## config.mk

```make
export PLATFORM = sky130hd
export DESIGN_NAME = status_stack_reg_flat
export DESIGN_NICKNAME = d
export VERILOG_FILES = /design/src/rtl/status_stack_reg_pkg.sv /design/src/rtl/status_stack_reg_if.sv /design/src/rtl/status_stack_reg_mem.sv /design/src/rtl/status_stack_reg.sv /design/src/flat_wrapper.sv
export SDC_FILE = /design/constraint.sdc
export NUM_CORES = 1
export LEC_CHECK = 0
export ABC_CLOCK_PERIOD_IN_PS = 6000
export CORE_MARGIN = 1
export CORE_UTILIZATION = 55
export DETAILED_ROUTE_END_ITERATION = 10
export GPL_ROUTABILITY_DRIVEN = 1
export PLACE_DENSITY_LB_ADDON = 0.12
export REMOVE_ABC_BUFFERS = 1
export SYNTH_ARGS = -nofsm -noshare
export SYNTH_HDL_FRONTEND = slang
export SYNTH_SLANG_ARGS = --single-unit
```

## constraint.sdc

```tcl
create_clock -name i_clock -period 6 [get_ports i_clock]
set_input_delay 0.6 -clock i_clock [delete_from_list [all_inputs] [get_ports i_clock]]
set_output_delay 0.6 -clock i_clock [all_outputs]
set_load 0.01 [all_outputs]
```

## src/rtl/status_stack_reg_pkg.sv

```systemverilog
// Shared flag layout, default sizes and stack operation encoding for the status stack register.
package status_stack_reg_pkg;

   localparam int FLAG_Z     = 0;
   localparam int FLAG_C     = 1;
   localparam int FLAG_N     = 2;
   localparam int FLAG_V     = 3;

   localparam int DEF_FLAG_W = 4;
   localparam int DEF_DEPTH  = 4;

   // Encoded as {push, pop} so the strobes map directly onto an operation.
   typedef enum logic [1:0] {
      OP_NONE = 2'b00,
      OP_POP  = 2'b01,
      OP_PUSH = 2'b10,
      OP_SWAP = 2'b11
   } stack_op_e;

endpackage

```

## src/rtl/status_stack_reg_if.sv

```systemverilog
// Flag/stack control bundle between the control unit (master) and the status stack register (slave).
interface status_stack_reg_if
   import status_stack_reg_pkg::*;
#(
   parameter int FLAG_W = DEF_FLAG_W,
   parameter int DEPTH  = DEF_DEPTH
);
   localparam int CNT_W = $clog2(DEPTH + 1);

   logic              notLoad;
   logic [FLAG_W-1:0] loadMask;
   logic [FLAG_W-1:0] flagsIn;
   logic [FLAG_W-1:0] flagsOut;
   logic              push;
   logic              pop;
   logic              errClear;
   logic [CNT_W-1:0]  count;
   logic              full;
   logic              empty;
   logic              overflowErr;
   logic              underflowErr;

   modport master (
      output notLoad, loadMask, flagsIn, push, pop, errClear,
      input  flagsOut, count, full, empty, overflowErr, underflowErr
   );

   modport slave (
      input  notLoad, loadMask, flagsIn, push, pop, errClear,
      output flagsOut, count, full, empty, overflowErr, underflowErr
   );

endinterface

```

## src/rtl/status_stack_reg_mem.sv

```systemverilog
// DEPTH x FLAG_W flag save array: one write port, one unregistered read of the addressed entry.
// Contents are not reset; only entries below the live count are ever read meaningfully.
module flag_stack_mem #(
   parameter int FLAG_W = 4,
   parameter int DEPTH  = 4,
   parameter int PTR_W  = 2
) (
   input  logic              i_clock,
   input  logic              i_we,
   input  logic [PTR_W-1:0]  i_waddr,
   input  logic [FLAG_W-1:0] i_wdat,
   input  logic [PTR_W-1:0]  i_raddr,
   output logic [FLAG_W-1:0] o_rdat
);

   logic [FLAG_W-1:0] r_mem [DEPTH];

   always_ff @(posedge i_clock) begin
      if (i_we) begin
         r_mem[i_waddr] <= i_wdat;
      end
   end

   assign o_rdat = r_mem[i_raddr];

endmodule

```

## src/rtl/status_stack_reg.sv

```systemverilog
// Condition-flag register with per-flag load and a LIFO save/restore stack with sticky over/underflow.
// All outputs registered (or compares of registered count); one-cycle effect latency, no backpressure.
module status_stack_reg
   import status_stack_reg_pkg::*;
#(
   parameter int FLAG_W = DEF_FLAG_W,
   parameter int DEPTH  = DEF_DEPTH
) (
   input  logic                i_clock,
   input  logic                i_reset,
   status_stack_reg_if.slave   bus
);

   localparam int CNT_W = $clog2(DEPTH + 1);
   localparam int PTR_W = (DEPTH > 1) ? $clog2(DEPTH) : 1;

   logic [FLAG_W-1:0] r_flags;
   logic [CNT_W-1:0]  r_count;
   logic              r_ovf;
   logic              r_udf;

   logic              w_empty;
   logic              w_full;
   stack_op_e         w_op;
   logic [FLAG_W-1:0] w_load_val;
   logic [FLAG_W-1:0] w_top;
   logic [PTR_W-1:0]  w_top_idx;
   logic              w_we;
   logic [PTR_W-1:0]  w_waddr;
   logic [FLAG_W-1:0] w_nxt_flags;
   logic [CNT_W-1:0]  w_nxt_count;
   logic              w_ovf_ev;
   logic              w_udf_ev;

   assign w_empty    = (r_count == '0);
   assign w_full     = (r_count == CNT_W'(DEPTH));
   assign w_op       = stack_op_e'({bus.push, bus.pop});
   assign w_load_val = bus.notLoad ? r_flags
                                   : ((r_flags & ~bus.loadMask) | (bus.flagsIn & bus.loadMask));
   assign w_top_idx  = w_empty ? '0 : PTR_W'(r_count - CNT_W'(1));

   flag_stack_mem #(
      .FLAG_W (FLAG_W),
      .DEPTH  (DEPTH),
      .PTR_W  (PTR_W)
   ) u_mem (
      .i_clock (i_clock),
      .i_we    (w_we),
      .i_waddr (w_waddr),
      .i_wdat  (r_flags),
      .i_raddr (w_top_idx),
      .o_rdat  (w_top)
   );

   // A successful pop or swap restores flags and suppresses the load; every other case lets the load through.
   always_comb begin
      w_we        = 1'b0;
      w_waddr     = PTR_W'(r_count);
      w_nxt_flags = w_load_val;
      w_nxt_count = r_count;
      w_ovf_ev    = 1'b0;
      w_udf_ev    = 1'b0;
      unique case (w_op)
         OP_PUSH: begin
            if (w_full) begin
               w_ovf_ev = 1'b1;
            end else begin
               w_we        = 1'b1;
               w_nxt_count = r_count + CNT_W'(1);
            end
         end
         OP_POP: begin
            if (w_empty) begin
               w_udf_ev = 1'b1;
            end else begin
               w_nxt_flags = w_top;
               w_nxt_count = r_count - CNT_W'(1);
            end
         end
         OP_SWAP: begin
            w_we = 1'b1;
            if (w_empty) begin
               w_udf_ev    = 1'b1;
               w_waddr     = '0;
               w_nxt_count = CNT_W'(1);
            end else begin
               w_waddr     = w_top_idx;
               w_nxt_flags = w_top;
            end
         end
         default: begin
         end
      endcase
   end

   always_ff @(posedge i_clock) begin
      if (i_reset) begin
         r_flags <= '0;
         r_count <= '0;
         r_ovf   <= 1'b0;
         r_udf   <= 1'b0;
      end else begin
         r_flags <= w_nxt_flags;
         r_count <= w_nxt_count;
         r_ovf   <= (r_ovf & ~bus.errClear) | w_ovf_ev;
         r_udf   <= (r_udf & ~bus.errClear) | w_udf_ev;
      end
   end

   assign bus.flagsOut     = r_flags;
   assign bus.count        = r_count;
   assign bus.full         = w_full;
   assign bus.empty        = w_empty;
   assign bus.overflowErr  = r_ovf;
   assign bus.underflowErr = r_udf;

endmodule

```

## src/flat_wrapper.sv

```systemverilog
// flat-port wrapper written by rule: the top's interface ports become plain ports
module status_stack_reg_flat import status_stack_reg_pkg::*;
#(
   parameter int FLAG_W = DEF_FLAG_W,
   parameter int DEPTH  = DEF_DEPTH
)
  (i_clock, i_reset, bus_notLoad, bus_loadMask, bus_flagsIn, bus_push, bus_pop, bus_errClear, bus_flagsOut, bus_count, bus_full, bus_empty, bus_overflowErr, bus_underflowErr);
  status_stack_reg_if #(.FLAG_W(FLAG_W), .DEPTH(DEPTH)) bus_i ();
  input  logic i_clock;
  input  logic i_reset;
  input wire logic [$bits(bus_i.notLoad)-1:0] bus_notLoad;
  input wire logic [$bits(bus_i.loadMask)-1:0] bus_loadMask;
  input wire logic [$bits(bus_i.flagsIn)-1:0] bus_flagsIn;
  input wire logic [$bits(bus_i.push)-1:0] bus_push;
  input wire logic [$bits(bus_i.pop)-1:0] bus_pop;
  input wire logic [$bits(bus_i.errClear)-1:0] bus_errClear;
  output wire logic [$bits(bus_i.flagsOut)-1:0] bus_flagsOut;
  output wire logic [$bits(bus_i.count)-1:0] bus_count;
  output wire logic [$bits(bus_i.full)-1:0] bus_full;
  output wire logic [$bits(bus_i.empty)-1:0] bus_empty;
  output wire logic [$bits(bus_i.overflowErr)-1:0] bus_overflowErr;
  output wire logic [$bits(bus_i.underflowErr)-1:0] bus_underflowErr;
  assign bus_i.notLoad = bus_notLoad;
  assign bus_i.loadMask = bus_loadMask;
  assign bus_i.flagsIn = bus_flagsIn;
  assign bus_i.push = bus_push;
  assign bus_i.pop = bus_pop;
  assign bus_i.errClear = bus_errClear;
  assign bus_flagsOut = bus_i.flagsOut;
  assign bus_count = bus_i.count;
  assign bus_full = bus_i.full;
  assign bus_empty = bus_i.empty;
  assign bus_overflowErr = bus_i.overflowErr;
  assign bus_underflowErr = bus_i.underflowErr;
  status_stack_reg #(.FLAG_W(FLAG_W), .DEPTH(DEPTH)) u_core (.i_clock(i_clock), .i_reset(i_reset), .bus(bus_i));
endmodule
```

==> reports/results.ini, run 1 <==
[worst_setup_path]
r2r_slack_ns = 3.13
crit_arrival_ns = 2.59
crit_family = buffers and inverters
path_buf_inv = 3
r2r-end = u_core.u_mem.r_mem[3][1]$_DFFE_PP_
crit_chain = inv_1 -> ha_1 -> nand2b_2 -> clkinv_2 -> clkdlybuf4s50_1
endpoint = bus_empty
reg2reg_depth = 6
r2r-start = u_core.bus.count[0]$_SDFFE_PP0P_
critPathKind = reg2out
crit_slowest_cell = dfxtp_1
cp.required_ns = 5.40
cp_max_fo = 18
startpoint = u_core.bus.count[0]$_SDFFE_PP0P_
cp-start-kind = flip-flop
cp.depth = 5
cpPeakStageDelay_ns = 0.83
cp-end-kind = output pin

[cells_and_area]
diodes = 0
area_growth_pct = 16.0
nFillCells = 198
nNetsFinal = 159
drive_gt1_share_pct = 10.6
final_cell_area_um2 = 1640

[placement]
portBuffers = 24
placed_cell_area_um2 = 1610
place.gp.congestion = 0.825
dp_hpwl_mm = 1.84

[routing]
wl_met3_um = 79
drt_pass1_iterations = 4
routed_wirelength_mm = 2.47
drt-met1-wl_mm = 1.22
top_layer_used = met4
vias_per_cell = 5.73
ant_nets = 0
drc_errors = 0
via_count = 980
drtIter0Drc = 15
wire_per_inst_um = 14.4
dr_wl_met2_mm = 1.16

[clock_tree]
cts_buffers = 3
path_clk_slew_ns = 0.15
clk-insertion-delay-late_ns = 0.32
ctsResizeCount = 0
cts_tree = yes
clockRootBuffer = clkbuf_4
cts_sinks = 25
cts_hold_buf = 0
cts_setup_buffers = 0
htree_levels = 1
clk_path_buf_depth = 2

[sta]
finalHoldViolCount = 0
max_freq_mhz = 314
fin_tns_setup_ns = 0
rsz0062_at_grt = no
worstMarginPinSlew_ns = 0.744
finalClockSkew_ns = 0.0130
final.min_clock_period_ns = 3.19
setup_viol = 0
maxSlewHeadroom_pct = 50.3
finalCritPeriodShare_pct = 53.1
slew_violations = 0

[synthesis]
synth-edff-count = 16
synth.distinct_cells = 41
avgSynthCellArea_um2 = 11.7
syn_inst = 121
synth.area.top_cells = edfxtp_1 (34%), dfxtp_1 (13%), mux2i_1 (5.7%)
synth-seq-cells = 25
yosysTopAreaCellShare_pct = 34.0
synthFlopType = edfxtp_1
ys_seq_area_share_pct = 46.7
synth_common_cells = edfxtp_1 (16), dfxtp_1 (9), mux2i_1 (8)
synth_area_leader_cell = edfxtp_1
yosys.cell_count.top_type = edfxtp_1
synthArstFlopShare_pct = 0
ys_warn_count = 0
synth.cell_area_um2 = 1410

[die]
boundaryPins = 25
die_w_um = 52.7
rows = 18
start_util_pct = 57.6
die_h_um = 52.7
fp.dieArea_um2 = 2780
core-area_um2 = 2450

[job]
maxCapViolCount = 0

[power]
fin_total_pwr_mw = 0.643
power-per-cell-area_nw_per_um2 = 392
p_leak_nw = 0.585
ir_drop_mv = 0.222

[outcome]
status = complete, no violations

[global_routing]
grt_pass1_wl_mm = 4.13
grt_max_degree = 22
grt_overflow = 0
grt_pass1_vias = 884
antenna_found_initial = 0
globalRouteTotalUtil_pct = 20.8

[hold_path]
hp-class = reg2reg

==> layout make-up <==
cell class	count	area, um2	area share [%]
tap	30	37.5	2.29
multi-input combinational	81	644	39.3
timing repair buffer	24	240	14.6
clock inverter	1	7.51	0.458
inverter	7	27.5	1.68
clock buffer	3	22.5	1.37
sequential	25	661	40.3
==> per-stage QoR <==
stage          setup slack, ns  utilization [%]  hold slack [ns]  instances
3_3_place_gp              3.25             65.6            0.539        167
2_1_floorplan             3.49                -            0.537        113
6_report                  2.81             66.8            0.560        171
5_1_grt                   2.64             66.8            0.581        171
4_1_cts                   2.83             66.8            0.560        171
3_5_place_dp              3.16             65.6            0.538        167
==> worst min-delay path by stage <==
stage / startpoint / to / slack, ns / depth (start not counted)
final: u_core.bus.flagsOut[1]$_SDFF_PP0_ / u_core.u_mem.r_mem[2][1]$_DFFE_PP_ / 0.56 / 0
after global routing: u_core.bus.flagsOut[0]$_SDFF_PP0_ / u_core.u_mem.r_mem[0][0]$_DFFE_PP_ / 0.58 / 0
after detailed placement: u_core.bus.flagsOut[1]$_SDFF_PP0_ / u_core.u_mem.r_mem[0][1]$_DFFE_PP_ / 0.54 / 0
after CTS: u_core.bus.flagsOut[1]$_SDFF_PP0_ / u_core.u_mem.r_mem[0][1]$_DFFE_PP_ / 0.56 / 0
after global placement: u_core.bus.flagsOut[1]$_SDFF_PP0_ / u_core.u_mem.r_mem[1][1]$_DFFE_PP_ / 0.54 / 0
after floorplan: u_core.bus.flagsOut[0]$_SDFF_PP0_ / u_core.u_mem.r_mem[0][0]$_DFFE_PP_ / 0.54 / 0
==> state kept, by name, indices dropped and copies added (netlist names) <==
register                 flops
u_core.bus.count             3
u_core.u_mem.r_mem          16
u_core.bus.underflowErr      1
u_core.bus.overflowErr       1
u_core.bus.flagsOut          4
==> worst register-to-register path, cell delays in order (launching register included) <==
cell and delay [ns]:
dfxtp_1 0.83, inv_1 0.19, ha_1 0.42, nand2b_2 0.20
clkinv_2 0.14, or3_1 0.39, a21oi_1 0.37
==> routing by layer <==
| metal | up-vias | track usage, % |
|---|---|---|
| met5 | - | 0 |
| met4 | 0 | 5.26 |
| met3 | 2 | 2.61 |
| met2 | 29 | 32.9 |
| met1 | 453 | 29.9 |
| li1 | 496 | - |
==> logic make-up after synthesis <==
family | share of synthesized area [%]
AOI/OAI and AO/OA | 16.1
xor gates and xnor gates | 2.48
adders and majority gates | 2.66
buffers and inverters | 7.70
DFF | 46.7
muxes | 6.73
and+or+nand+nor | 17.6
==> cells in the final DEF, fill, tap and decap left out, types with 3 or more instances in the layout <==
cell | Yosys | final
nor2b_1 | 4 | 4
a22o_1 | 4 | 4
ha_1 | 3 | 3
nand3b_1 | 4 | 4
nand2_1 | 5 | 5
and3b_1 | 3 | 3
a221oi_2 | 3 | 3
inv_1 | 6 | 6
o21ai_1 | 3 | 3
clkbuf_4 | 0 | 3
nor3b_1 | 4 | 4
a21oi_1 | 4 | 4
clkdlybuf4s50_1 | 0 | 24
dfxtp_1 | 9 | 9
a22oi_1 | 3 | 3
nor2_1 | 3 | 3
or2b_2 | 3 | 3
mux2i_1 | 8 | 8
edfxtp_1 | 16 | 16
==> report_power, final <==
part / internal [mW] / total (mW) / switching, mW
registers: 0.239 / 0.284 / 0.0455
clock network: 0.0254 / 0.0762 / 0.0508
logic: 0.140 / 0.282 / 0.142
total: 0.404 / 0.643 / 0.239
Note: power is estimated with default switching activity, not from simulation.
==> inputs of run 2 (changes only) <==
Settings changed: ABC_CLOCK_PERIOD_IN_PS 6000 to 3300, CORE_UTILIZATION 55 to 52.
Clock period 6 ns to 3.3 ns, I/O delays scaled along.
==> run 2 against run 1 <==
Net effect:
- cell area grew 0.46%
- first-iteration DRC count grew 73%
- via count increased by 2.2%
- die area up 5.6%
- critical path type unchanged
- critical endpoint unchanged
- largest cell class unchanged
- largest power group is now combinational logic
==> reports/results.ini, run 2 (same netlist as run 1, synthesis figures left out) <==
[placement]
placed_cell_area_um2 = 1620  ; +0.47%
placedCellCount = 168  ; +0.60%
dp_hpwl_mm = 1.87  ; +1.5%
portBuffers = 24  ; unchanged
place.gp.congestion = 0.793  ; -3.9%

[cells_and_area]
final_cells = 172  ; +0.58%
final_cell_area_um2 = 1650  ; +0.46%
final_util_pct = 65.3  ; -1.5 points
nNetsFinal = 160  ; +0.63%
largest_register = u_core.u_mem.r_mem
diodes = 0  ; unchanged
area_growth_pct = 16.5
largest_reg_flops = 16  ; unchanged
layout_commonest_cell = clkdlybuf4s50_1
drive_gt1_share_pct = 11.3  ; +0.63 points
layout_common_cells = clkdlybuf4s50_1 (24), edfxtp_1 (16), dfxtp_1 (9)
nFillCells = 209  ; +5.6%

[die]
core-area_um2 = 2520  ; +2.8%
die_w_um = 54.1  ; +2.7%
rows = 18  ; unchanged
die_h_um = 54.1  ; +2.7%
start_util_pct = 56.1  ; -1.5 points
boundaryPins = 25  ; unchanged
fp.dieArea_um2 = 2930  ; +5.6%

[power]
p_comb_share_pct = 46.1  ; +2.2 points
power-per-cell-area_nw_per_um2 = 714  ; +82%
seq_power_share_pct = 41.8  ; -2.4 points
swShare_pct = 37.2  ; about the same
p_sw_mw = 0.437  ; +83%
fin_total_pwr_mw = 1.18  ; +83%
p_leak_nw = 0.590  ; +0.88%
internal_power_mw = 0.739  ; +83%
ir_drop_mv = 0.457  ; +110%
p_clk_share_pct = 12.1  ; +0.2 points

[sta]
setup_viol = 0  ; unchanged
finalCritPeriodShare_pct = 74.2
maxSlewHeadroom_pct = 55.0  ; +4.7 points
max_freq_mhz = 409
finalClockSkew_ns = 0.00586  ; -0.00710 ns
rsz0062_at_grt = no
final.min_clock_period_ns = 2.45
finalHoldViolCount = 0  ; unchanged
slew_violations = 0  ; unchanged
fin_tns_setup_ns = 0  ; unchanged
worstMarginPinSlew_ns = 0.672  ; -0.0720 ns

[worst_setup_path]
startpoint = u_core.bus.count[1]$_SDFFE_PP0P_
critPathKind = reg2out
crit_chain = inv_1 -> ha_1 -> nand2b_2 -> clkinv_2 -> clkdlybuf4s50_1
r2r-start = u_core.bus.count[1]$_SDFFE_PP0P_
path_buf_inv = 3  ; unchanged
cp.required_ns = 2.97  ; -2.43 ns
cp_max_fo = 13  ; -5
crit_family = buffers and inverters
crit_slowest_cell = clkdlybuf4s50_1
crit_arrival_ns = 2.12  ; -0.47 ns
cpPeakStageDelay_ns = 0.54  ; -0.29 ns
cp-start-kind = flip-flop
cp-end-kind = output pin

[clock_tree]
cts_hold_buf = 0  ; unchanged
cts_buffers = 3  ; unchanged
cts_tree = yes
ctsResizeCount = 0  ; unchanged
path_clk_slew_ns = 0.14  ; about the same
clk-insertion-delay-late_ns = 0.33  ; about the same
clk_path_buf_depth = 2  ; unchanged
cts_sinks = 25  ; unchanged
htree_levels = 1  ; unchanged
cts_setup_buffers = 0  ; unchanged
clockRootBuffer = clkbuf_4

[routing]
wire_per_inst_um = 14.8  ; +2.2%
drt-met1-wl_mm = 1.17  ; -4.3%
vias_per_cell = 5.83  ; +1.7%
via_count = 1002  ; +2.2%
routed_wirelength_mm = 2.54  ; +2.8%
top_layer_used = met4
drc_errors = 0  ; unchanged
wl_met3_um = 150  ; +90%
drtIter0Drc = 26  ; +11
dr_wl_met2_mm = 1.19  ; +3.0%
drt_pass1_iterations = 4  ; unchanged
ant_nets = 0  ; unchanged

[job]
maxCapViolCount = 0  ; unchanged

[global_routing]
grt_overflow = 0  ; unchanged
antenna_found_initial = 0  ; unchanged
grt_pass1_wl_mm = 4.31  ; +4.2%
grt_max_degree = 22  ; unchanged
globalRouteTotalUtil_pct = 20.7  ; -0.15 points
grt_pass1_vias = 962  ; +8.8%

[outcome]
status = complete, no violations

[hold_path]
hold_path.startpoint = u_core.bus.flagsOut[2]$_SDFF_PP0_
hp-class = reg2reg

-- run 2: layout make-up --
type	count	area [um2]	share of cell area, %
multi-input cells	81	644	39.1
inverters	7	27.5	1.67
clock inverters	1	7.51	0.456
flip-flops and latches	25	661	40.1
repair buffers	25	248	15.0
well taps	30	37.5	2.28
clock buffers	3	22.5	1.37
-- run 2: worst paths after layout --
check	end	slack [ns]	depth (start not counted)
worst max register to register	u_core.u_mem.r_mem[1][2]$_DFFE_PP_	1.00	6
worst min register to register	u_core.u_mem.r_mem[2][2]$_DFFE_PP_	0.56	0
worst min-delay path	u_core.u_mem.r_mem[2][2]$_DFFE_PP_	0.56	0
worst max-delay path	bus_empty	0.85	5
-- run 2: per-stage QoR --
step	setup slack (ns)	hold WS, ns
after CTS	0.840	0.558
final	0.853	0.555
after floorplan	0.786	0.396
after detailed placement	0.698	0.535
after global placement	0.809	0.536
after global routing	0.691	0.575
-- run 2: worst register-to-register path: cells and delay by family, from the launching register on --
family                   cells  cell delay, ns
AND/OR/NAND/NOR              2            0.58
buffers and inverters        2            0.24
AO/OA/AOI/OAI                1            0.35
flip-flops                   1            0.45
adder cells (fa/ha/maj)      1            0.35
-- run 2: power groups by stage --
stage | Clock, mW | Sequential (mW) | Combinational (mW)
floorplan | 0 | 0.518 | 0.324
global placement | 0 | 0.496 | 0.536
detailed placement | 0 | 0.500 | 0.542
CTS | 0.147 | 0.492 | 0.545
global route | 0.154 | 0.502 | 0.606
finish | 0.142 | 0.492 | 0.543
-- run 2: routing by layer --
metal  GRT usage (%)  vias up
li1                -      499
met1            27.0      467
met2            32.3       34
met3            4.52        2
met4            9.40        0
met5               0        -
